**src/rtl/shiftreg_pkg.sv**
```systemverilog
// Shared types and register map for the 74HC165 chain scanner.
package shiftreg_pkg;

  typedef enum logic [2:0] {
    ST_IDLE,
    ST_LOAD,
    ST_SETTLE,
    ST_SAMPLE,
    ST_SHIFT_HI,
    ST_SHIFT_LO,
    ST_COMMIT
  } scan_state_t;

  localparam logic [1:0] ADDR_STATE     = 2'd0;
  localparam logic [1:0] ADDR_EVENTS    = 2'd1;
  localparam logic [1:0] ADDR_SCANCOUNT = 2'd2;

  function automatic int max_int(input int a, input int b);
    return (a > b) ? a : b;
  endfunction

endpackage

```
**src/rtl/sync2.sv**
```systemverilog
// Two-flop synchroniser for the asynchronous serial input from the chain.
module sync2 (
  input  logic clk,
  input  logic reset_n,
  input  logic d,
  output logic q
);

  logic meta;

  always_ff @(posedge clk or negedge reset_n) begin
    if (!reset_n) begin
      meta <= 1'b0;
      q    <= 1'b0;
    end else begin
      meta <= d;
      q    <= meta;
    end
  end

endmodule

```
**src/rtl/shiftreg_scanner.sv**
```systemverilog
// Scans a daisy-chain of parallel-in/serial-out registers, keeps the latest
// frame and sticky 0->1 edge flags, and exposes them as an Avalon-MM slave.
//
// state     | meaning
// IDLE      | wait SCAN_PERIOD cycles between scans
// LOAD      | loadn low, chain captures its parallel inputs
// SETTLE    | loadn high, let the first bit reach the synchroniser
// SAMPLE    | shift one synchronised bit into the frame
// SHIFT_HI  | shift clock high, chain advances on the rising edge
// SHIFT_LO  | shift clock low, next bit settles
// COMMIT    | publish frame, accumulate edges, bump scan count
module shiftreg_scanner
  import shiftreg_pkg::*;
#(
  parameter int NUM_BITS    = 16,
  parameter int CLK_DIV     = 25,
  parameter int SCAN_PERIOD = 50000
) (
  input  logic        clk,
  input  logic        reset_n,
  input  logic [1:0]  avs_address,
  input  logic        avs_read,
  output logic [31:0] avs_readdata,
  output logic        shiftreg_clk,
  output logic        shiftreg_loadn,
  input  logic        shiftreg_out,
  output logic        frame_valid
);

  localparam int CNT_W = $clog2(max_int(CLK_DIV, SCAN_PERIOD) + 1);
  localparam int BIT_W = $clog2(NUM_BITS + 1);
  localparam logic [CNT_W-1:0] IDLE_TC = CNT_W'(SCAN_PERIOD - 1);
  localparam logic [CNT_W-1:0] DIV_TC  = CNT_W'(CLK_DIV - 1);
  localparam logic [BIT_W-1:0] LAST_TC = BIT_W'(NUM_BITS - 1);

  scan_state_t         state, state_nxt;
  logic [CNT_W-1:0]    div_cnt;
  logic [BIT_W-1:0]    bit_cnt;
  logic [NUM_BITS-1:0] frame, state_bits, events, new_edges, events_clr;
  logic [31:0]         scan_count, rd_value;
  logic                sync_out, last_bit;
  logic                clk_d, loadn_d, valid_d;

  sync2 u_sync (
    .clk     (clk),
    .reset_n (reset_n),
    .d       (shiftreg_out),
    .q       (sync_out)
  );

  assign last_bit = (bit_cnt == LAST_TC);

  // Pad outputs are registered from the next state so they never glitch
  // yet line up exactly with the state they belong to.
  always_ff @(posedge clk or negedge reset_n) begin
    if (!reset_n) begin
      state          <= ST_IDLE;
      div_cnt        <= '0;
      shiftreg_clk   <= 1'b0;
      shiftreg_loadn <= 1'b1;
      frame_valid    <= 1'b0;
    end else begin
      state          <= state_nxt;
      div_cnt        <= (state_nxt != state) ? '0 : div_cnt + CNT_W'(1);
      shiftreg_clk   <= clk_d;
      shiftreg_loadn <= loadn_d;
      frame_valid    <= valid_d;
    end
  end

  always_comb begin
    state_nxt = state;
    case (state)
      ST_IDLE:     if (div_cnt == IDLE_TC) state_nxt = ST_LOAD;
      ST_LOAD:     if (div_cnt == DIV_TC)  state_nxt = ST_SETTLE;
      ST_SETTLE:   if (div_cnt == DIV_TC)  state_nxt = ST_SAMPLE;
      ST_SAMPLE:   state_nxt = last_bit ? ST_COMMIT : ST_SHIFT_HI;
      ST_SHIFT_HI: if (div_cnt == DIV_TC)  state_nxt = ST_SHIFT_LO;
      ST_SHIFT_LO: if (div_cnt == DIV_TC)  state_nxt = ST_SAMPLE;
      ST_COMMIT:   state_nxt = ST_IDLE;
      default:     state_nxt = ST_IDLE;
    endcase
  end

  always_comb begin
    clk_d   = (state_nxt == ST_SHIFT_HI);
    loadn_d = (state_nxt != ST_LOAD);
    valid_d = (state_nxt == ST_COMMIT);
  end

  always_ff @(posedge clk or negedge reset_n) begin
    if (!reset_n) begin
      bit_cnt <= '0;
      frame   <= '0;
    end else if (state == ST_LOAD) begin
      bit_cnt <= '0;
    end else if (state == ST_SAMPLE) begin
      bit_cnt <= bit_cnt + BIT_W'(1);
      frame   <= (frame << 1) | NUM_BITS'(sync_out);
    end
  end

  assign new_edges  = (state == ST_COMMIT) ? (frame & ~state_bits) : '0;
  assign events_clr = (avs_read && avs_address == ADDR_EVENTS) ? events : '0;

  always_comb begin
    rd_value = '0;
    case (avs_address)
      ADDR_STATE:     rd_value = 32'(state_bits);
      ADDR_EVENTS:    rd_value = 32'(events);
      ADDR_SCANCOUNT: rd_value = scan_count;
      default:        rd_value = '0;
    endcase
  end

  // An edge committed in the same cycle as an EVENTS read survives the clear.
  always_ff @(posedge clk or negedge reset_n) begin
    if (!reset_n) begin
      state_bits   <= '0;
      events       <= '0;
      scan_count   <= '0;
      avs_readdata <= '0;
    end else begin
      events <= (events & ~events_clr) | new_edges;
      if (state == ST_COMMIT) begin
        state_bits <= frame;
        scan_count <= scan_count + 32'd1;
      end
      if (avs_read) avs_readdata <= rd_value;
    end
  end

endmodule
```
**config.mk**
```make
export PLATFORM = sky130hd
export DESIGN_NAME = shiftreg_scanner
export DESIGN_NICKNAME = d
export VERILOG_FILES = /design/src/rtl/shiftreg_pkg.sv /design/src/rtl/sync2.sv /design/src/rtl/shiftreg_scanner.sv
export SDC_FILE = /design/constraint.sdc
export NUM_CORES = 1
export LEC_CHECK = 0
export ABC_AREA = 1
export CAP_MARGIN = 25
export CORE_ASPECT_RATIO = 1.75
export CORE_MARGIN = 3
export CORE_UTILIZATION = 30
export CTS_BUF_LIST = sky130_fd_sc_hd__clkbuf_2 sky130_fd_sc_hd__clkbuf_4 sky130_fd_sc_hd__clkbuf_8
export CTS_CLUSTER_DIAMETER = 50
export DETAILED_ROUTE_END_ITERATION = 7
export GPL_TIMING_DRIVEN = 0
export PLACE_DENSITY_LB_ADDON = 0.1
export SLEW_MARGIN = 25
export SYNTH_ARGS = -nofsm -noshare
export SYNTH_HDL_FRONTEND = slang
export SYNTH_SLANG_ARGS = --single-unit
```
**constraint.sdc**
```tcl
create_clock -name clk -period 2.7 [get_ports clk]
set_input_delay 0.54 -clock clk [delete_from_list [all_inputs] [get_ports clk]]
set_output_delay 0.54 -clock clk [all_outputs]
set_load 0.05 [all_outputs]
```
==> summary.md, run 1 <==
| Metric | Value |
|---|---|
| Status | finished clean |
| Via count | 5307 |
| # diodes | 0 |
| CP Buf/Inv Count | 1 |
| Worst IR drop on VDD | 252.7 uV |
| Tightest Pin Transition | 0.7572 ns |
| Post-route DRC | 0 |
| GRT overflow | 0 |
| Detailed Place HPWL | 14100 um |
| Top-area cell type share of the netlist area | 52.28% |
| Routed Antenna Nets | 0 |
| Initial DRT Pass Iterations | 5 |
| Async S/R FF share, synth | 100.0% |
| Crit path DAT | 1.77 ns |
| Mapped Area | 6701 um^2 |
| Final Max Tran Viols | 0 |
| CTS sink count | 141 |
| Core Area | 21760 um^2 |
| Final Hold Fails | 0 |
| Synth warnings | 0 |
| Startpoint Class | flip-flop |
| FF/Latch Area | 3530 um^2 |
| Setup total negative slack | 0 ns |
| Detailed Route WL | 18410 um |
| Cts repair resizes | 0 |
| Max stage delay cell, worst path | clkdlybuf4s50_1 |
| Row count | 71 |
| Post-synth EDFFs | 0 |
| Worst path max stage delay | 0.79 ns |
| All-layer global routing usage | 16.06% |
| PD cells | 532.7 nW/um^2 |
| Worst Path Required | 2.16 ns |
| Synthesized Nets | 792 |
| Tot Pwr | 4.238 mW |
| Fmax | 0.4332 GHz |
| Final Wtd Congestion | 0.8652 |
| Leakage | 3.706 nW |
| Seq/Total Area, Yosys | 52.67% |
| CTS Buf Count | 17 |
| WL/cell | 16.11 um |
| Hold Crit Class | in -> async |
| CP cell instances | clkdlybuf4s50_1 |
| First-pass GRT wire length | 29770 um |
| Most frequent cell after synthesis | nand2_1 |
| Worst Path Max Fanout | 1 |
| Synth Area per Inst | 8.581 um^2 |
| Synth area leaders | dfrtp_1 52%, nand2_1 14%, xor2_1 4.4% |
| Die Height | 203.7 um |
| I/O pin cnt | 41 |
| Vias/cell | 4.643 |
| Die width | 119.0 um |
| Synthesized flop and latch total | 141 |
| Multi-input gate area | 2751 um^2 |
| Initial Util | 30.79% |
| Share of layout cells above drive strength 1 | 9.048% |
| CTS tree | built |
| CTS max path bufs | 2 |
| PortBufs | 39 |
| CTS Hold Buffers Added | 0 |
| Nature of the critical path endpoint | output pin |
| Cell family with most CP delay | buffers and inverters |
| DR iter-0 viols | 237 |
| Synth cell count leaders | 252 x nand2_1, 140 x dfrtp_1, 72 x inv_1, 59 x nor2_1, 43 x o21ai_0 |
| Reg clk slew, reported paths | 0.08 ns |
| Vias in the first global route | 5533 |
| Max-slew headroom | 49.52% |
| Final nets | 851 |
| Cell count after synthesis | 781 |
| Leading area contributor after synthesis | dfrtp_1 |
| Initial antenna violation count | 0 |
| Worst-Skew Late Latency | 0.46 ns |
| Minimum clock period | 2.308 ns |
| Area growth, synth to finish | 18.73% |
| Maximum Capacitance Violations | 0 |
| Most used DFF post-synth | dfrtp_1 |
| Crit Path Category | reg -> out |
| Final setup violation count | 0 |
| RSZ-0062 raised after global routing | no |
| CTS HTree Levels | 4 |
| Largest net degree at the start of global routing | 75 |
| Layout Skew | 0.01205 ns |
| Die area | 24240 um^2 |
| Distinct cells, synth | 44 |
| Final Cycle Share | 85.49% |
| # fillers | 2258 |
| Clk root buf | clkbuf_8 |
| Setup Buffers After CTS | 0 |
## final cells by class
| class | instances | area share, % |
|---|---|---|
| plain buffers | 24 | 1.573 |
| clock buffers | 18 | 3.114 |
| clock inverters | 12 | 2.752 |
| inverters | 78 | 3.711 |
| multi-input cells | 538 | 34.58 |
| flip-flops and latches | 141 | 44.36 |
| well taps | 292 | 4.592 |
| repair buffers | 40 | 5.315 |
## power by group
group,internal [mW],total [mW],switching [mW]
Combinational,0.0174,0.110,0.0924
Clock,1.20,2.01,0.812
Sequential,2.11,2.11,0.000762
## metrics by stage
step	utilization [%]	instances	setup slack (ns)	hold slack, ns	cell area [um^2]
after floorplan	-	781	1.118	0.2444	6701
final	36.56	1143	0.3918	0.07034	7956
after global routing	36.56	1143	0.3260	0.09708	7956
after global placement	34.26	1112	-4.820	0.3339	7457
after CTS	36.56	1143	0.3465	0.06011	7956
after detailed placement	34.41	1113	0.01639	0.3379	7490
## state kept, by name, indices dropped and copies added, names as in the netlist
| signal | flops |
|---|---|
| shiftreg_clk | 1 |
| bit_cnt | 5 |
| u_sync.meta | 1 |
| state_bits | 16 |
| u_sync.q | 1 |
| scan_count | 32 |
| avs_readdata | 32 |
| frame_valid | 1 |
| frame | 16 |
| events | 16 |
| div_cnt | 16 |
| state | 3 |
| shiftreg_loadn | 1 |
## placed cells by master (no fill, tap or decap), drive strengths merged
cell type / Yosys / routed
o21ai: 45 / 45
a21oi: 13 / 13
o31ai: 10 / 10
nand3: 30 / 30
ha: 5 / 5
bufinv: 0 / 6
o211ai: 1 / 1
a32o: 1 / 1
or2: 1 / 1
xnor2: 3 / 3
dfstp: 1 / 1
clkinvlp: 0 / 2
nor3b: 1 / 1
a22o: 4 / 4
nor3: 16 / 16
clkbuf: 14 / 32
a221oi: 3 / 3
nand3b: 4 / 4
nor2: 78 / 78
clkdlybuf4s50: 0 / 38
xor2: 34 / 34
dfrtp: 140 / 140
nand2: 256 / 256
o22ai: 16 / 16
inv: 77 / 77
o21bai: 1 / 1
nand4: 12 / 12
clkinv: 1 / 5
nor4: 4 / 4
buf: 10 / 12
## metal layers
metal | vias up | part of all wire, % | routed length [um] | global-route usage, %
li1 | 2612 | - | - | -
met3 | 44 | 2.9 | 535 | 2.969
met2 | 93 | 57 | 10440 | 31.01
met1 | 2558 | 36 | 6552 | 15.80
met4 | 0 | 4.8 | 889 | 8.744
met5 | - | 0 | 0 | 0
## path summary, 6_finish.rpt
check	from	end	slack (ns)	depth (start not counted)
worst max-delay path	shiftreg_loadn	shiftreg_loadn	0.39	1
worst min-delay path	reset_n	div_cnt[9]	0.07	1
worst max register to register	scan_count[9]	scan_count[28]	0.73	8
worst min register to register	u_sync.meta	u_sync.q	0.35	0
max in group asynchronous	reset_n	shiftreg_loadn	1.86	2
min in group clk	u_sync.meta	u_sync.q	0.35	0
## kinds of logic after synthesis
| logic type | count (synthesis) | synth area share [%] |
|---|---|---|
| simple gates | 402 | 27.00 |
| flops | 141 | 52.67 |
| buf+inv | 102 | 6.273 |
| compound gates | 94 | 8.290 |
| xor+xnor | 37 | 4.836 |
| fa+ha+maj | 5 | 0.9335 |
Note: power is estimated with default switching activity, not from simulation.
==> run 2, diff against run 1 <==
--- a/config.mk
+++ b/config.mk
@@ -9,13 +9,13 @@
 export CAP_MARGIN = 25
 export CORE_ASPECT_RATIO = 1.75
 export CORE_MARGIN = 3
-export CORE_UTILIZATION = 30
+export CORE_UTILIZATION = 35
 export CTS_BUF_LIST = sky130_fd_sc_hd__clkbuf_2 sky130_fd_sc_hd__clkbuf_4 sky130_fd_sc_hd__clkbuf_8
 export CTS_CLUSTER_DIAMETER = 50
 export DETAILED_ROUTE_END_ITERATION = 7
 export GPL_TIMING_DRIVEN = 0
 export PLACE_DENSITY_LB_ADDON = 0.1
-export SLEW_MARGIN = 25
+export SLEW_MARGIN = 0
 export SYNTH_ARGS = -nofsm -noshare
 export SYNTH_HDL_FRONTEND = slang
 export SYNTH_SLANG_ARGS = --single-unit
==> summary.md, run 2 (same netlist as run 1, synthesis figures left out) <==
| Metric | Value |
|---|---|
| Routed Antenna Nets | 0 (unchanged) |
| Post-layout util | 42.31% (+5.8 points) |
| CTS HTree Levels | 4 (unchanged) |
| Worst IR drop on VDD | 263.0 uV (+4.1%) |
| Via count | 5338 (+0.58%) |
| Tightest Pin Transition | 0.7181 ns (-0.03908 ns) |
| Vias in the first global route | 5690 (+2.8%) |
| Worst path depth | 1 (unchanged) |
| CTS tree | built |
| Final Hold Fails | 0 (unchanged) |
| Hold Crit Class | reg -> reg |
| Minimum clock period | 2.321 ns (+0.01241 ns) |
| PortBufs | 39 (unchanged) |
| Area growth, synth to finish | 17.83% |
| Final Max Tran Viols | 0 (unchanged) |
| Initial DRT Pass Iterations | 5 (unchanged) |
| CTS max path bufs | 2 (unchanged) |
| Sequential share of power | 50.6% (+0.7 points) |
| Net Switching | 0.9252 mW (+2.2%) |
| Row count | 66 (-7.0%) |
| CP cell instances | clkdlybuf4s50_1 |
| Die Height | 189.1 um (-7.2%) |
| Worst Path Required | 2.16 ns (about the same) |
| Worst path max stage delay | 0.81 ns (+0.02 ns) |
| Clk root buf | clkbuf_8 |
| CP Buf/Inv Count | 1 (unchanged) |
| Comb pwr share | 2.5% (about the same) |
| Maximum Capacitance Violations | 0 (unchanged) |
| Max stage delay cell, worst path | clkdlybuf4s50_1 |
| First-pass GRT wire length | 28840 um (-3.1%) |
| Post-route DRC | 0 (unchanged) |
| Crit path launch | shiftreg_loadn |
| Startpoint Class | flip-flop |
| Fmax | 0.4309 GHz (-0.53%) |
| Initial Util | 35.91% (+5.1 points) |
| Largest regs | avs_readdata: 32 flops, scan_count: 32 flops |
| CTS Buf Count | 17 (unchanged) |
| WL/cell | 15.77 um (-2.1%) |
| Final Wtd Congestion | 0.8617 (-0.40%) |
| GRT overflow | 0 (unchanged) |
| Setup total negative slack | 0 ns (unchanged) |
| Final setup violation count | 0 (unchanged) |
| Initial antenna violation count | 0 (unchanged) |
| CTS sink count | 141 (unchanged) |
| Detailed Route WL | 17230 um (-6.4%) |
| Most frequent cells in the layout | 252 x nand2_1, 140 x dfrtp_1, 72 x inv_1 |
| Cell family with most CP delay | buffers and inverters |
| All-layer global routing usage | 17.42% (+1.4 points) |
| Detailed Place HPWL | 13150 um (-6.8%) |
| Reg clk slew, reported paths | 0.08 ns (about the same) |
| Commonest non-fill, non-tap cell in the layout | nand2_1 |
| Clock network fraction of design power | 46.8% (-0.7 points) |
| Hold_sp | u_sync.meta |
| R2R cell count | 8 (unchanged) |
| Max-slew headroom | 52.12% (+2.6 points) |
| Largest net degree at the start of global routing | 99 (+32%) |
| Worst-Skew Late Latency | 0.45 ns (about the same) |
| Setup Buffers After CTS | 0 (unchanged) |
| Status | finished clean |
| Die width | 110.6 um (-7.0%) |
| Crit Path Category | reg -> out |
| Layout Skew | 0.01330 ns (+0.001249 ns) |
| PD cells | 528.5 nW/um^2 (-0.77%) |
| Nature of the critical path endpoint | output pin |
| # diodes | 0 (unchanged) |
| Int Pwr | 3.248 mW (-2.5%) |
| Leakage | 3.708 nW (about the same) |
| Worst hold stages | 0 |
| Worst reg2reg startpoint | scan_count[9] |
| Die area | 20910 um^2 (-14%) |
| RSZ-0062 raised after global routing | no |
| DR iter-0 viols | 242 (+2.1%) |
| Vias/cell | 4.888 (+5.3%) |
| Final Cycle Share | 85.95% (+0.46 points) |
| Final nets | 852 (+0.12%) |
| Worst Path Max Fanout | 1 (unchanged) |
| Crit path DAT | 1.78 ns (about the same) |
| Sw Ratio | 22.17% (+0.80 points) |
| I/O pin cnt | 41 (unchanged) |
| Share of layout cells above drive strength 1 | 9.251% (+0.20 points) |
| Core Area | 18660 um^2 (-14%) |
-- run 2: changes by cell type in the layout (fill, tap and decap cells not counted), sizes merged --
cell | previous run | this run
inv | 77 | 80
bufinv | 6 | 4
clkinv | 5 | 3
dlygate4sd3 | 0 | 1
clkbuf | 32 | 35
-- run 2: routing by layer --
metal,routed length [um],GRT usage (%),vias up
met5,0,0,-
met4,816,9.720,0
met3,500,2.750,37
met2,9548,33.12,119
met1,6361,17.91,2563
li1,-,-,2619
-- run 2: power by group through the flow --
stage,clock [mW],sequential [mW],combinational (mW)
finish,1.96,2.11,0.105
global route,2.11,2.11,0.118
CTS,2.03,2.11,0.110
detailed placement,0,2.15,0.108
global placement,0,2.16,0.102
floorplan,0,2.16,0.0308
-- run 2: final timing paths --
path | endpoint | slack [ns]
max in group asynchronous | state_bits[10] | 1.28
setup reg to reg | scan_count[28] | 0.64
hold reg to reg | u_sync.q | 0.35
min in group asynchronous | avs_readdata[16] | 0.59
hold / removal | u_sync.q | 0.35
setup / recovery | shiftreg_loadn | 0.38
-- run 2: area by class of cell --
| type | instances | area [um^2] |
|---|---|---|
| buffer | 24 | 125.1 |
| clock buffer | 21 | 289.0 |
| clock inverter | 11 | 178.9 |
| fill | 1928 | 10770 |
| inverter | 78 | 295.3 |
| multi-input combinational | 538 | 2751 |
| sequential | 141 | 3530 |
| tap | 238 | 297.8 |
| timing repair buffer | 41 | 429.2 |
-- run 2: what timing repair did --
action                                 4_1_cts  5_1_grt
gates resized for setup                      0        0
hold buffers                                 1        0
endpoints found under the hold margin        7        0
-- run 2: metrics by stage --
stage                     instance area, um^2  worst slack (ns)  power, mW  instances  hold WS (ns)
after floorplan                          6701             1.118      2.187        781        0.2444
after CTS                                7896            0.3224      4.252       1092        0.3558
after detailed placement                 7418           0.02954      2.263       1059        0.3358
after global placement                   7390            -4.662      2.259       1058        0.3334
after global routing                     7896            0.3253      4.343       1092        0.3683
final                                    7896            0.3794      4.174       1092        0.3548
==> run 3, diff against run 2 <==
--- a/config.mk
+++ b/config.mk
@@ -13,7 +13,7 @@
 export CTS_BUF_LIST = sky130_fd_sc_hd__clkbuf_2 sky130_fd_sc_hd__clkbuf_4 sky130_fd_sc_hd__clkbuf_8
 export CTS_CLUSTER_DIAMETER = 50
 export DETAILED_ROUTE_END_ITERATION = 7
-export GPL_TIMING_DRIVEN = 0
+export MAX_ROUTING_LAYER = met4
 export PLACE_DENSITY_LB_ADDON = 0.1
 export SLEW_MARGIN = 0
 export SYNTH_ARGS = -nofsm -noshare
==> summary.md, run 3 (same netlist as run 1, synthesis figures left out) <==
| Metric | Value |
|---|---|
| Status | finished clean |
| Nature of the critical path endpoint | output pin |
| Setup total negative slack | 0 ns (unchanged) |
| M1 WL | 6725 um (+5.7%) |
| Final Wtd Congestion | 0.8620 (about the same) |
| Final setup violation count | 0 (unchanged) |
| Leakage | 3.698 nW (-0.28%) |
| Initial antenna violation count | 0 (unchanged) |
| Worst Path Max Fanout | 1 (unchanged) |
| CP Buf/Inv Count | 1 (unchanged) |
| DR iter-0 viols | 314 (+30%) |
| CTS Hold Buffers Added | 0 (-1) |
| First-pass GRT wire length | 28430 um (-1.4%) |
| Setup Buffers After CTS | 0 (unchanged) |
| FF/Latch Area | 3530 um^2 (unchanged) |
| Initial Util | 35.91% (unchanged) |
| CTS tree | built |
| CTS Buf Count | 17 (unchanged) |
| Worst Path Required | 2.16 ns (about the same) |
| PD cells | 538.5 nW/um^2 (+1.9%) |
| # fillers | 1943 (+0.78%) |
| Core Area | 18660 um^2 (unchanged) |
| Hold Crit Class | in -> async |
| Worst path max stage delay | 0.82 ns (about the same) |
| Post-route DRC | 0 (unchanged) |
| Largest net degree at the start of global routing | 59 (-40%) |
| Minimum clock period | 2.345 ns (+0.02463 ns) |
| Max-slew headroom | 49.15% (-3.0 points) |
| Max stage delay cell, worst path | clkdlybuf4s50_1 |
| CP cell instances | clkdlybuf4s50_1 |
| Crit Path Category | reg -> out |
| Worst IR drop on VDD | 251.0 uV (-4.6%) |
| Post-route design area | 7854 um^2 (-0.54%) |
| CTS sink count | 141 (unchanged) |
| Startpoint Class | flip-flop |
| Initial DRT Pass Iterations | 4 (-1) |
| Final nets | 837 (-1.8%) |
| Tightest Pin Transition | 0.7569 ns (+0.03874 ns) |
| Routed Antenna Nets | 0 (unchanged) |
| Post-layout util | 42.08% (-0.23 points) |
| Final Hold Fails | 0 (unchanged) |
| Final Max Tran Viols | 0 (unchanged) |
| GRT overflow | 0 (unchanged) |
| Layout Skew | 0.009347 ns (-0.003956 ns) |
| Crit path DAT | 1.81 ns (+0.03 ns) |
| Clk root buf | clkbuf_8 |
| Multi-input gate area | 2751 um^2 (unchanged) |
| Most frequent cells in the layout | 252 x nand2_1, 140 x dfrtp_1, 71 x inv_1 |
| RSZ-0062 raised after global routing | no |
| Share of layout cells above drive strength 1 | 9.535% (+0.28 points) |
| Vias/cell | 4.860 (-0.58%) |
| WL met3 | 434 um (-13%) |
| Die width | 110.6 um (unchanged) |
| Maximum Capacitance Violations | 0 (unchanged) |
| Setup ws final | 0.3548 ns (-0.02463 ns) |
| Final Cycle Share | 86.86% (+0.91 points) |
| Detailed Place HPWL | 12520 um (-4.7%) |
| Met2 WL | 9076 um (-4.9%) |
| Largest regs | avs_readdata: 32 flops, scan_count: 32 flops |
| I/O pin cnt | 41 (unchanged) |
| Cts repair resizes | 0 (unchanged) |
| Cell family with most CP delay | buffers and inverters |
| DP Area | 7380 um^2 (-0.52%) |
| All-layer global routing usage | 17.75% (+0.33 points) |
| Worst path depth | 1 (unchanged) |
| Via count | 5234 (-1.9%) |
| Highest Signal Layer | met4 |
| CTS HTree Levels | 4 (unchanged) |
| # diodes | 0 (unchanged) |
| Die area | 20910 um^2 (unchanged) |
| Area growth, synth to finish | 17.20% |
| Pre-CTS WS | 0.3549 ns (+0.3254 ns) |
| Row count | 66 (unchanged) |
| Vias in the first global route | 5494 (-3.4%) |
| Fmax | 0.4264 GHz (-1.1%) |
| WL/cell | 15.68 um (-0.61%) |
| CTS max path bufs | 2 (unchanged) |
| Reg clk slew, reported paths | 0.08 ns (about the same) |
| PortBufs | 40 (+2.6%) |
| Worst-Skew Late Latency | 0.46 ns (about the same) |
| Die Height | 189.1 um (unchanged) |
| Detailed Route WL | 16890 um (-2.0%) |
| Commonest non-fill, non-tap cell in the layout | nand2_1 |
| R2R cell count | 8 (unchanged) |
==> run 3: cell count changes in the layout (fill, tap and decap cells not counted), moves of 2 or more <==
cell | before | now
inv_6 | 3 | 1
clkbuf_8 | 21 | 19
clkinv_4 | 2 | 5
clkinvlp_4 | 2 | 0
buf_2 | 6 | 0
clkbuf_1 | 14 | 0
clkinv_2 | 0 | 2
buf_4 | 1 | 7
==> run 3: power breakdown <==
| group | internal, mW | switching, mW |
|---|---|---|
| clock | 1.16 | 0.858 |
| sequential | 2.11 | 0.000742 |
| combinational | 0.0213 | 0.0824 |
| total | 3.29 | 0.941 |
==> run 3: worst paths after layout <==
path | start | end | slack [ns]
max reg2reg | scan_count[9] | scan_count[28] | 0.64
min | reset_n | avs_readdata[31] | 0.06
min in group clk | u_sync.meta | u_sync.q | 0.35
max in group asynchronous | reset_n | avs_readdata[11] | 2.00
max | shiftreg_loadn | shiftreg_loadn | 0.35
min reg2reg | u_sync.meta | u_sync.q | 0.35
==> run 3: layer usage <==
metal | global-route usage (%) | up-vias
met3 | 3.422 | 34
met2 | 32.23 | 75
met1 | 18.21 | 2537
li1 | - | 2588
met5 | - | -
met4 | 8.582 | 0
==> run 3: area by class of cell <==
type,count,area share [%]
Sequential cell,141,44.94
Multi-Input combinational cell,538,35.03
Timing Repair Buffer,50,6.436
Tap cell,238,3.792
Inverter,78,3.760
Clock buffer,19,3.330
Clock inverter,13,2.708
==> run 3: per-stage QoR <==
stage               power, mW  hold WS, ns  cells
CTS                     4.286      0.05583   1077
global route            4.397      0.07877   1077
detailed placement      2.263       0.3355   1045
global placement        2.260       0.3341   1044
floorplan               2.187       0.2444    781
finish                  4.229      0.06158   1077
